$ cat src/rtl/bp_me_cmd_requester_pkg.sv
// Shared BedRock memory-interface types for the command requester:
// header layout, message enums, FSM states and the size-to-beats helper.
package bp_me_cmd_requester_pkg;

  localparam int paddr_width_p  = 40;
  localparam int did_width_p    = 4;
  localparam int dword_width_gp = 64;

  typedef enum logic [3:0] {
    e_bedrock_mem_rd  = 4'b0000,
    e_bedrock_mem_wr  = 4'b0001,
    e_bedrock_mem_amo = 4'b0010
  } bp_bedrock_mem_type_e;

  typedef enum logic [2:0] {
    e_bedrock_msg_size_1  = 3'd0,
    e_bedrock_msg_size_2  = 3'd1,
    e_bedrock_msg_size_4  = 3'd2,
    e_bedrock_msg_size_8  = 3'd3,
    e_bedrock_msg_size_16 = 3'd4,
    e_bedrock_msg_size_32 = 3'd5,
    e_bedrock_msg_size_64 = 3'd6
  } bp_bedrock_msg_size_e;

  typedef struct packed {
    logic [did_width_p-1:0] did;
  } bp_bedrock_mem_payload_s;

  typedef struct packed {
    bp_bedrock_mem_payload_s payload;
    bp_bedrock_msg_size_e    size;
    logic [paddr_width_p-1:0] addr;
    bp_bedrock_mem_type_e    msg_type;
  } bp_bedrock_mem_header_s;

  localparam int mem_header_width_lp = $bits(bp_bedrock_mem_header_s);

  typedef enum logic [1:0] {
    e_ready = 2'd0,
    e_send  = 2'd1,
    e_wait  = 2'd2,
    e_done  = 2'd3
  } requester_state_e;

  // Number of dword beats a message of this size occupies (at least one).
  function automatic logic [3:0] size_to_beats(input logic [2:0] size);
    logic [6:0] bytes;
    bytes = 7'd1 << size;
    if (bytes < 7'd8) begin
      return 4'd1;
    end
    return 4'(bytes >> 3);
  endfunction

endpackage

$ cat src/rtl/bp_me_cmd_requester_sipo.sv
// Response beat assembler: packs incoming dword beats into a block in
// arrival order, ignores beats once the block is full, and zeroes bits
// beyond the message size for sub-dword responses.
module bp_me_cmd_requester_sipo
  import bp_me_cmd_requester_pkg::*;
  #(parameter int block_width_p = 512)
  (input  logic                      clk_i,
   input  logic                      reset_i,
   input  logic                      clear_i,
   input  logic                      v_i,
   input  logic [dword_width_gp-1:0] data_i,
   input  logic [2:0]                size_i,
   output logic [block_width_p-1:0]  data_o
  );

  localparam int beats_lp     = block_width_p / dword_width_gp;
  localparam int cnt_width_lp = (beats_lp > 1) ? $clog2(beats_lp) : 1;

  logic [cnt_width_lp-1:0]  cnt_reg;
  logic                     full_reg;
  logic                     store;
  logic [block_width_p-1:0] raw_data;
  logic [block_width_p-1:0] size_mask;

  assign store = v_i & ~full_reg;

  // Write pointer: advances per stored beat, sticks once the last slot is used
  always_ff @(posedge clk_i or negedge reset_i) begin
    if (!reset_i) begin
      cnt_reg  <= '0;
      full_reg <= 1'b0;
    end else if (clear_i) begin
      cnt_reg  <= '0;
      full_reg <= 1'b0;
    end else if (store) begin
      if (cnt_reg == cnt_width_lp'(beats_lp - 1)) begin
        full_reg <= 1'b1;
      end else begin
        cnt_reg <= cnt_reg + 1'b1;
      end
    end
  end

  for (genvar gi = 0; gi < beats_lp; gi++) begin : g_beat
    logic [dword_width_gp-1:0] beat_reg;

    // Capture the beat addressed by the write pointer
    always_ff @(posedge clk_i or negedge reset_i) begin
      if (!reset_i) begin
        beat_reg <= '0;
      end else if (clear_i) begin
        beat_reg <= '0;
      end else if (store && (cnt_reg == cnt_width_lp'(gi))) begin
        beat_reg <= data_i;
      end
    end

    assign raw_data[gi*dword_width_gp +: dword_width_gp] = beat_reg;
  end

  // Sub-dword messages keep only their low 8<<size bits
  always_comb begin
    size_mask = '1;
    if (size_i < 3'd3) begin
      size_mask = ~({block_width_p{1'b1}} << (8 << size_i));
    end
  end

  assign data_o = raw_data & size_mask;

endmodule

$ cat src/rtl/bp_me_cmd_requester.sv
// Single-outstanding BedRock memory-command initiator: issues one command
// (header plus write beats), gathers the response, hands it back whole.
module bp_me_cmd_requester
  import bp_me_cmd_requester_pkg::*;
  #(parameter int block_width_p = 512)
  (input  logic                           clk_i,
   input  logic                           reset_i,
   input  logic                           req_v_i,
   output logic                           req_ready_and_o,
   input  logic                           req_write_i,
   input  logic [paddr_width_p-1:0]       req_addr_i,
   input  logic [2:0]                     req_size_i,
   input  logic [did_width_p-1:0]         req_did_i,
   input  logic [block_width_p-1:0]       req_data_i,
   output logic                           resp_v_o,
   input  logic                           resp_yumi_i,
   output logic [block_width_p-1:0]       resp_data_o,
   output logic                           resp_err_o,
   output logic [mem_header_width_lp-1:0] mem_cmd_header_o,
   output logic                           mem_cmd_header_v_o,
   input  logic                           mem_cmd_header_ready_and_i,
   output logic                           mem_cmd_has_data_o,
   output logic [dword_width_gp-1:0]      mem_cmd_data_o,
   output logic                           mem_cmd_data_v_o,
   input  logic                           mem_cmd_data_ready_and_i,
   output logic                           mem_cmd_last_o,
   input  logic [mem_header_width_lp-1:0] mem_resp_header_i,
   input  logic                           mem_resp_header_v_i,
   output logic                           mem_resp_header_ready_and_o,
   input  logic                           mem_resp_has_data_i,
   input  logic [dword_width_gp-1:0]      mem_resp_data_i,
   input  logic                           mem_resp_data_v_i,
   output logic                           mem_resp_data_ready_and_o,
   input  logic                           mem_resp_last_i
  );

  localparam int beats_lp     = block_width_p / dword_width_gp;
  localparam int cnt_width_lp = (beats_lp > 1) ? $clog2(beats_lp) : 1;

  requester_state_e state_reg, state_next;

  logic                       init_done_reg;
  logic                       req_write_reg;
  logic [paddr_width_p-1:0]   req_addr_reg;
  logic [2:0]                 req_size_reg;
  logic [did_width_p-1:0]     req_did_reg;
  logic [block_width_p-1:0]   req_data_reg;
  logic                       hdr_sent_reg;
  logic                       last_sent_reg;
  logic [cnt_width_lp-1:0]    cmd_cnt_reg;
  logic                       resp_hdr_seen_reg;
  logic                       resp_last_seen_reg;
  logic                       resp_has_data_reg;
  logic                       resp_err_reg;

  logic req_fire, cmd_hdr_fire, cmd_data_fire, resp_hdr_fire, resp_data_fire;
  logic cmd_hdr_done, cmd_data_done;
  logic resp_hdr_done, resp_has_data, resp_last_done, resp_done, resp_mismatch;
  logic [cnt_width_lp-1:0]    cmd_last_idx;
  logic [beats_lp-1:0][dword_width_gp-1:0] req_beats;
  logic [block_width_p-1:0]   sipo_data;
  logic                       sipo_clear, sipo_v;
  bp_bedrock_mem_type_e       cmd_msg_type;
  bp_bedrock_mem_header_s     cmd_hdr, resp_hdr;
  logic                       unused_resp_fields;

  assign req_fire       = req_v_i & req_ready_and_o;
  assign cmd_hdr_fire   = mem_cmd_header_v_o & mem_cmd_header_ready_and_i;
  assign cmd_data_fire  = mem_cmd_data_v_o & mem_cmd_data_ready_and_i;
  assign resp_hdr_fire  = mem_resp_header_v_i & mem_resp_header_ready_and_o;
  assign resp_data_fire = mem_resp_data_v_i & mem_resp_data_ready_and_o;

  assign cmd_msg_type = req_write_reg ? e_bedrock_mem_wr : e_bedrock_mem_rd;
  assign cmd_last_idx = cnt_width_lp'(size_to_beats(req_size_reg) - 4'd1);
  assign req_beats    = req_data_reg;

  // Command side completes once the header and (for writes) the last beat are taken
  assign cmd_hdr_done  = hdr_sent_reg | cmd_hdr_fire;
  assign cmd_data_done = ~req_write_reg | last_sent_reg | (cmd_data_fire & mem_cmd_last_o);

  // Response side: header and last beat may arrive in either order or together
  assign resp_hdr       = mem_resp_header_i;
  assign resp_hdr_done  = resp_hdr_seen_reg | resp_hdr_fire;
  assign resp_has_data  = resp_hdr_fire ? mem_resp_has_data_i : resp_has_data_reg;
  assign resp_last_done = resp_last_seen_reg | (resp_data_fire & mem_resp_last_i);
  assign resp_done      = resp_hdr_done & (~resp_has_data | resp_last_done);
  assign resp_mismatch  = (resp_hdr.msg_type != cmd_msg_type) | (resp_hdr.addr != req_addr_reg);
  assign unused_resp_fields = ^{resp_hdr.size, resp_hdr.payload};

  always_comb begin
    cmd_hdr             = '0;
    cmd_hdr.msg_type    = cmd_msg_type;
    cmd_hdr.addr        = req_addr_reg;
    cmd_hdr.size        = bp_bedrock_msg_size_e'(req_size_reg);
    cmd_hdr.payload.did = req_did_reg;
  end

  assign mem_cmd_header_o   = cmd_hdr;
  assign mem_cmd_has_data_o = req_write_reg;
  assign mem_cmd_data_o     = req_beats[cmd_cnt_reg];
  assign mem_cmd_last_o     = mem_cmd_data_v_o & (cmd_cnt_reg == cmd_last_idx);

  // State register
  always_ff @(posedge clk_i or negedge reset_i) begin
    if (!reset_i) begin
      state_reg <= e_ready;
    end else begin
      state_reg <= state_next;
    end
  end

  // Next-state logic
  always_comb begin
    state_next = state_reg;
    unique case (state_reg)
      e_ready: if (req_fire) state_next = e_send;
      e_send:  if (cmd_hdr_done && cmd_data_done) state_next = e_wait;
      e_wait:  if (resp_done) state_next = e_done;
      e_done:  if (resp_yumi_i) state_next = e_ready;
      default: state_next = e_ready;
    endcase
  end

  // Handshake outputs per state; idle state sinks stray responses
  always_comb begin
    req_ready_and_o             = 1'b0;
    mem_cmd_header_v_o          = 1'b0;
    mem_cmd_data_v_o            = 1'b0;
    mem_resp_header_ready_and_o = 1'b0;
    mem_resp_data_ready_and_o   = 1'b0;
    resp_v_o                    = 1'b0;
    unique case (state_reg)
      e_ready: begin
        req_ready_and_o             = init_done_reg;
        mem_resp_header_ready_and_o = 1'b1;
        mem_resp_data_ready_and_o   = 1'b1;
      end
      e_send: begin
        mem_cmd_header_v_o = ~hdr_sent_reg;
        mem_cmd_data_v_o   = req_write_reg & ~last_sent_reg;
      end
      e_wait: begin
        mem_resp_header_ready_and_o = 1'b1;
        mem_resp_data_ready_and_o   = 1'b1;
      end
      e_done: resp_v_o = 1'b1;
      default: ;
    endcase
  end

  // Request capture, command progress and response bookkeeping
  always_ff @(posedge clk_i or negedge reset_i) begin
    if (!reset_i) begin
      init_done_reg      <= 1'b0;
      req_write_reg      <= 1'b0;
      req_addr_reg       <= '0;
      req_size_reg       <= '0;
      req_did_reg        <= '0;
      req_data_reg       <= '0;
      hdr_sent_reg       <= 1'b0;
      last_sent_reg      <= 1'b0;
      cmd_cnt_reg        <= '0;
      resp_hdr_seen_reg  <= 1'b0;
      resp_last_seen_reg <= 1'b0;
      resp_has_data_reg  <= 1'b0;
      resp_err_reg       <= 1'b0;
    end else begin
      init_done_reg <= 1'b1;
      unique case (state_reg)
        e_ready: begin
          if (req_fire) begin
            req_write_reg      <= req_write_i;
            req_addr_reg       <= req_addr_i;
            req_size_reg       <= req_size_i;
            req_did_reg        <= req_did_i;
            req_data_reg       <= req_data_i;
            hdr_sent_reg       <= 1'b0;
            last_sent_reg      <= 1'b0;
            cmd_cnt_reg        <= '0;
            resp_hdr_seen_reg  <= 1'b0;
            resp_last_seen_reg <= 1'b0;
            resp_has_data_reg  <= 1'b0;
            resp_err_reg       <= 1'b0;
          end
        end
        e_send: begin
          if (cmd_hdr_fire) hdr_sent_reg <= 1'b1;
          if (cmd_data_fire) begin
            if (mem_cmd_last_o) last_sent_reg <= 1'b1;
            else                cmd_cnt_reg   <= cmd_cnt_reg + 1'b1;
          end
        end
        e_wait: begin
          if (resp_hdr_fire) begin
            resp_hdr_seen_reg <= 1'b1;
            resp_has_data_reg <= mem_resp_has_data_i;
            resp_err_reg      <= resp_mismatch;
          end
          if (resp_data_fire && mem_resp_last_i) resp_last_seen_reg <= 1'b1;
        end
        e_done: begin
          if (resp_yumi_i) resp_err_reg <= 1'b0;
        end
        default: ;
      endcase
    end
  end

  assign sipo_clear = (state_reg == e_done) & resp_yumi_i;
  assign sipo_v     = (state_reg == e_wait) & resp_data_fire;

  bp_me_cmd_requester_sipo #(.block_width_p(block_width_p)) u_sipo (
    .clk_i   (clk_i),
    .reset_i (reset_i),
    .clear_i (sipo_clear),
    .v_i     (sipo_v),
    .data_i  (mem_resp_data_i),
    .size_i  (req_size_reg),
    .data_o  (sipo_data)
  );

  assign resp_data_o = req_write_reg ? '0 : sipo_data;
  assign resp_err_o  = resp_err_reg;

endmodule
$ cat config.mk
export PLATFORM = sky130hd
export DESIGN_NAME = bp_me_cmd_requester
export DESIGN_NICKNAME = d
export VERILOG_FILES = /design/src/rtl/bp_me_cmd_requester_pkg.sv /design/src/rtl/bp_me_cmd_requester_sipo.sv /design/src/rtl/bp_me_cmd_requester.sv
export SDC_FILE = /design/constraint.sdc
export NUM_CORES = 2
export LEC_CHECK = 0
export ABC_AREA = 1
export ABC_CLOCK_PERIOD_IN_PS = 2600
export BUFFER_PORTS_ARGS = -buffer_cell sky130_fd_sc_hd__buf_2
export CAP_MARGIN = 20
export CORE_AREA = 2 2 509 511
export DETAILED_ROUTE_END_ITERATION = 16
export DIE_AREA = 0 0 511 513
export PLACE_DENSITY_LB_ADDON = 0.1
export SLEW_MARGIN = 10
export SYNTH_ARGS = -nofsm -noshare
export SYNTH_HDL_FRONTEND = slang
export SYNTH_SLANG_ARGS = --single-unit
$ cat constraint.sdc
create_clock -name clk_i -period 2.6 [get_ports clk_i]
set_input_delay 0.65 -clock clk_i [delete_from_list [all_inputs] [get_ports clk_i]]
set_output_delay 0.65 -clock clk_i [all_outputs]
set_load 0.01 [all_outputs]
# [Word-level counts from Yosys, hierarchy flattened]
# Cells that the tools add are included.
# Widths: inputs -> output; s select.
[totals] wordCells=180 register_bits=1088 inputBits=685 output_inout_bits=636
[op_classes] n_addsub=3 bitwise_logic=27 eq_ne=24 shifts=3 muxes=59 n_reduce_logical=37 magnitude_cmp=3
[ops] op="$mux 64" count=17
[ops] op="$mux 512" count=2
[ops] op="$and 512x512->512" count=1
[ops] op="$not 512->512" count=1
[ops] op="$shl 512x32->512 const A" count=1
[ops] op="$bmux 64 s3" count=1
[ops] op="$ne 40x40->1" count=1
[ops] op="$shl 4x3->32 const A" count=1
[ops] op="$mux 3" count=8
[ops] op="$reduce_bool 2->1" count=12
[ops] op="$ne 2x2->1 const B" count=11
[ops] op="$mux 1" count=19
[ops] op="$reduce_and 4->1" count=4
[ops] op="$and 1x1->1" count=13
[ops] op="$eq 3x3->1 const B" count=4
[ops] op="$logic_and 1x1->1" count=10
[ops] op="$pmux 1 s2" count=5
[ops] op="$reduce_and 3->1" count=3
[ops] op="$mux 2" count=4
[ops] op="$pmux 2 s4" count=1
[ops] op="$reduce_and 2->1" count=4
[ops] op="$lt 7x4->1 const B" count=1
[ops] op="$or 1x1->1" count=7
[ops] op="$shl 1x3->7 const A" count=1
[ops] op="17 further kinds" count=24

# [Longest topological paths before layout]
[logic_depth] word_depth=12 ltp_mapped=14 mapped_depth_nobuf=14

# [By module]
# A second synthesis with hierarchy kept.
[hier_totals] cells_unflattened=8127 hier_area_um2=56115.1
[modules_own_cells] module="bp_me_cmd_requester" instances=1 area_each_um2=30848.3 cells_each=4629
[modules_own_cells] module="bp_me_cmd_requester_sipo" instances=1 area_each_um2=25266.7 cells_each=3498

# [Worst setup path before layout]
# No wires, ideal clock.
[synth_path] kind="reg-to-output" start="reg cmd_cnt_reg[0]" end="out mem_cmd_data_o[53]" n_path_buf=3 t_arrival_ps=1472 stages_incl_launch_ff=9 path_slack_ps=478 path_cell_list="dfrtp_1 buf_2 inv_2 buf_2 buf_1 nor2_1 o32ai_1 nand2_1 nand2_1"
[synth_between] elab_chain_len=2
[synth_lines] item="start, declared" line="bp_me_cmd_requester.sv:50" text="logic [cnt_width_lp-1:0] cmd_cnt_reg;"
[synth_lines] item="start signal, assigned" line="bp_me_cmd_requester.sv:190" text="else cmd_cnt_reg <= cmd_cnt_reg + 1'b1;"
[synth_lines] item="$bmux 64 s3" line="bp_me_cmd_requester.sv:100" text="assign mem_cmd_data_o = req_beats[cmd_cnt_reg];"
[synth_lines] item="$mux 64 (not written as such)" line="bp_me_cmd_requester.sv:100"
[synth_lines] item="end, declared" line="bp_me_cmd_requester.sv:23" text="output logic [dword_width_gp-1:0] mem_cmd_data_o,"
# No other way between the ends. The select of a mux whose other input is x is not followed.

# [Worst setup path after layout]
[layout_path] start="reg cmd_cnt_reg[0]" end="out mem_cmd_data_o[45]"
# The elaborated chain is that of the path after synthesis.

==> results.tsv <==
metric	value	unit
most common cell in the netlist	nand2_1	
drt wl/cell	22.8	um
DRT Wirelength	266	mm
CP required	1950	ps
fraction of final layout cells sized beyond drive strength 1	27.1	%
unrepaired setup endpoints after global routing	true	
Layout Nets	8849	
H-tree depth	4	
worst-path cell chain	buf_8 -> buf_16 -> o21ai_0 -> o32ai_2 -> buf_4 -> nand2_1 -> nand2_2 -> buf_6	
drc violations	0	
R2R depth	7	
ys async rst share	100	%
Total Routing Usage GR	19.6	%
worst r2r src	state_reg[0]	
Yosys reg bits	1088	
Synth area leader	dfrtp_1	
post-route insts no fill	11700	
Area Growth Syn to Fin	49.8	%
first-pass iteration count of the detailed router	5	
Worst setup SP type	register	
Slowest-stage cell, CP	dfrtp_4	
Core Area	256000	um2
Worst Hold Slack	86.6	ps
antenna violations before repair	39	
post-synthesis sequential area ratio	55.0	%
area of the multi-input gates	20100	um2
IO Count	1321	
count of different cell masters after synthesis	28	
Final Hold Viols	0	
HP Class	in -> async	
CP Capture Type	output pin	
first-pass GRT wire length	373	mm
initial drt markers	3637	
Fillers	28200	
final antenna-violating net count	0	
die height	513	um
run status	finished with violations	
combinational power share	50.2	%
Psw	42.1	mW
CTS Buf Count	144	
Post-synth EDFFs	0	
Final min period	3230	ps
top post-synthesis cells by area	dfrtp_1, nand2_1, nor2_1, o21ai_0, inv_1	
Starting Density	19.3	%
critical path peak fanout	16	
Max Cap Viol	0	
clock power share	20.1	%
Worst path max stage delay	560	ps
vias per cell	4.22	
endpoints failing setup	572	
internal power	57.0	mW
Max Buffers Root-to-Sink	3	
Final Cycle Share	124	%
final core utilization	29.0	%
Final Max Tran Viols	0	
Arrival @ worst endpoint	2580	ps
Mapped Cells	6478	
flip-flop and latch area	27200	um2
Slew @ Worst Pin	1190	ps
YS warnings	0	
die area	262000	um2
gr ovfl total	0	
die width	511	um
standard-cell rows	186	
post-synth top area share	55.0	%
setup slack after layout	-627	ps
cell family with most CP delay	buffers and inverters	
Synth top cells by count	nand2_1, dfrtp_1, nor2_1, o21ai_0, inv_1	
vias	49200	
Sequential Power Share	29.7	%
Mean Syn Cell Area	7.65	um2
Critical path buffers and inverters	4	
Top FF cell, synth	dfrtp_1	
Max Fclk	310	MHz
Detail Placement HPWL	190	mm
WS Path Type	reg -> out	
clk root buf	clkbuf_16	
worst skew pair latency	790	ps
Buffers on Ports	1310	
largest net degree at the start of global routing	91	
Lkg Pwr	37.6	nW
CTS Sinks	1088	
reg2reg setup slack	150	ps
CTS tree	done	
Reg clk slew, reported paths	60	ps
Cells after DPL	11000	
number of global-route vias before repair	49200	
Setup Skew	37.9	ps
cell area after synthesis	49500	um2
slew margin rel.	20.6	%
power density over cell area	1330	nW/um2
failing checks	setup timing	
RePlAce Congestion	0.839	
sw frac	42.5	%
Crit Reg-Reg Endpoint	u_sipo.g_beat[0].beat_reg[5]	
Worst VDD drop	598	uV
-- routing by layer --
layer	GRT usage, %	routed length [um]
met5	0	140
met4	4.83	6430
met3	3.41	13100
met2	32.4	126000
met1	26.5	121000
-- logic make-up after synthesis --
family | synth area share (%)
xor+xnor | 0.301
other cells | 0.0152
buf+inv | 8.60
flops | 55.0
simple gates | 26.6
fa+ha+maj | 0.303
compound gates | 9.25
-- layout make-up --
| class | instances | area share [%] |
|---|---|---|
| clock buffer | 224 | 5.79 |
| timing repair buffer | 1926 | 20.9 |
| antenna | 17 | 0.0573 |
| sequential | 1088 | 36.7 |
| tap | 3384 | 5.70 |
| multi-input combinational | 4337 | 27.1 |
| inverter | 655 | 3.34 |
| clock inverter | 26 | 0.469 |
-- what timing repair did --
action	CTS	global route
hold endpoints to repair	258	0
buffers inserted	47	19
gates cloned	47	13
gates resized for setup	446	377
pin swaps	81	102
endpoints found under the setup margin	576	585
hold buffers	258	0
-- power by group through the flow --
stage | registers (mW) | clock network, mW | logic, mW
2_1_floorplan | 28.3 | 0 | 20.6
3_3_place_gp | 29.4 | 0 | 38.4
3_5_place_dp | 29.5 | 0 | 38.5
4_1_cts | 29.3 | 20.6 | 47.4
5_1_grt | 30.3 | 21.3 | 54.2
6_report | 29.4 | 19.9 | 49.8
-- layout by cell type, fill, tap and decap left out, drive strengths merged, types with 19 or more instances in the layout --
master / synthesis / routed
buf: 218 / 1651
nor2: 981 / 981
o21ai: 681 / 681
clkbuf: 182 / 235
inv: 655 / 661
clkinv: 0 / 19
dlygate4sd3: 0 / 258
nand2: 2474 / 2474
o32ai: 128 / 128
dfrtp: 1088 / 1088
-- per-stage QoR --
step	TNS (ps)	setup WS (ps)	instance area, um2	power, mW
floorplan	0	478	49600	48.9
global placement	-336	-180	61700	67.8
detailed placement	-364	-195	61700	68.0
CTS	-314480	-771	72500	97.3
global route	-311810	-766	74200	106
finish	-233010	-627	74200	99.1
-- worst max-delay path by stage --
stage,startpoint,slack (ps),cells past startpoint,to
3_3_place_gp,cmd_cnt_reg[0],-180,7,mem_cmd_data_o[57]
3_5_place_dp,cmd_cnt_reg[0],-200,7,mem_cmd_data_o[58]
5_1_grt,cmd_cnt_reg[0],-770,9,mem_cmd_data_o[49]
4_1_cts,cmd_cnt_reg[0],-770,9,mem_cmd_data_o[53]
2_1_floorplan,cmd_cnt_reg[0],480,8,mem_cmd_data_o[53]
6_report,cmd_cnt_reg[0],-630,8,mem_cmd_data_o[45]
(Power assumes the default switching activity.)
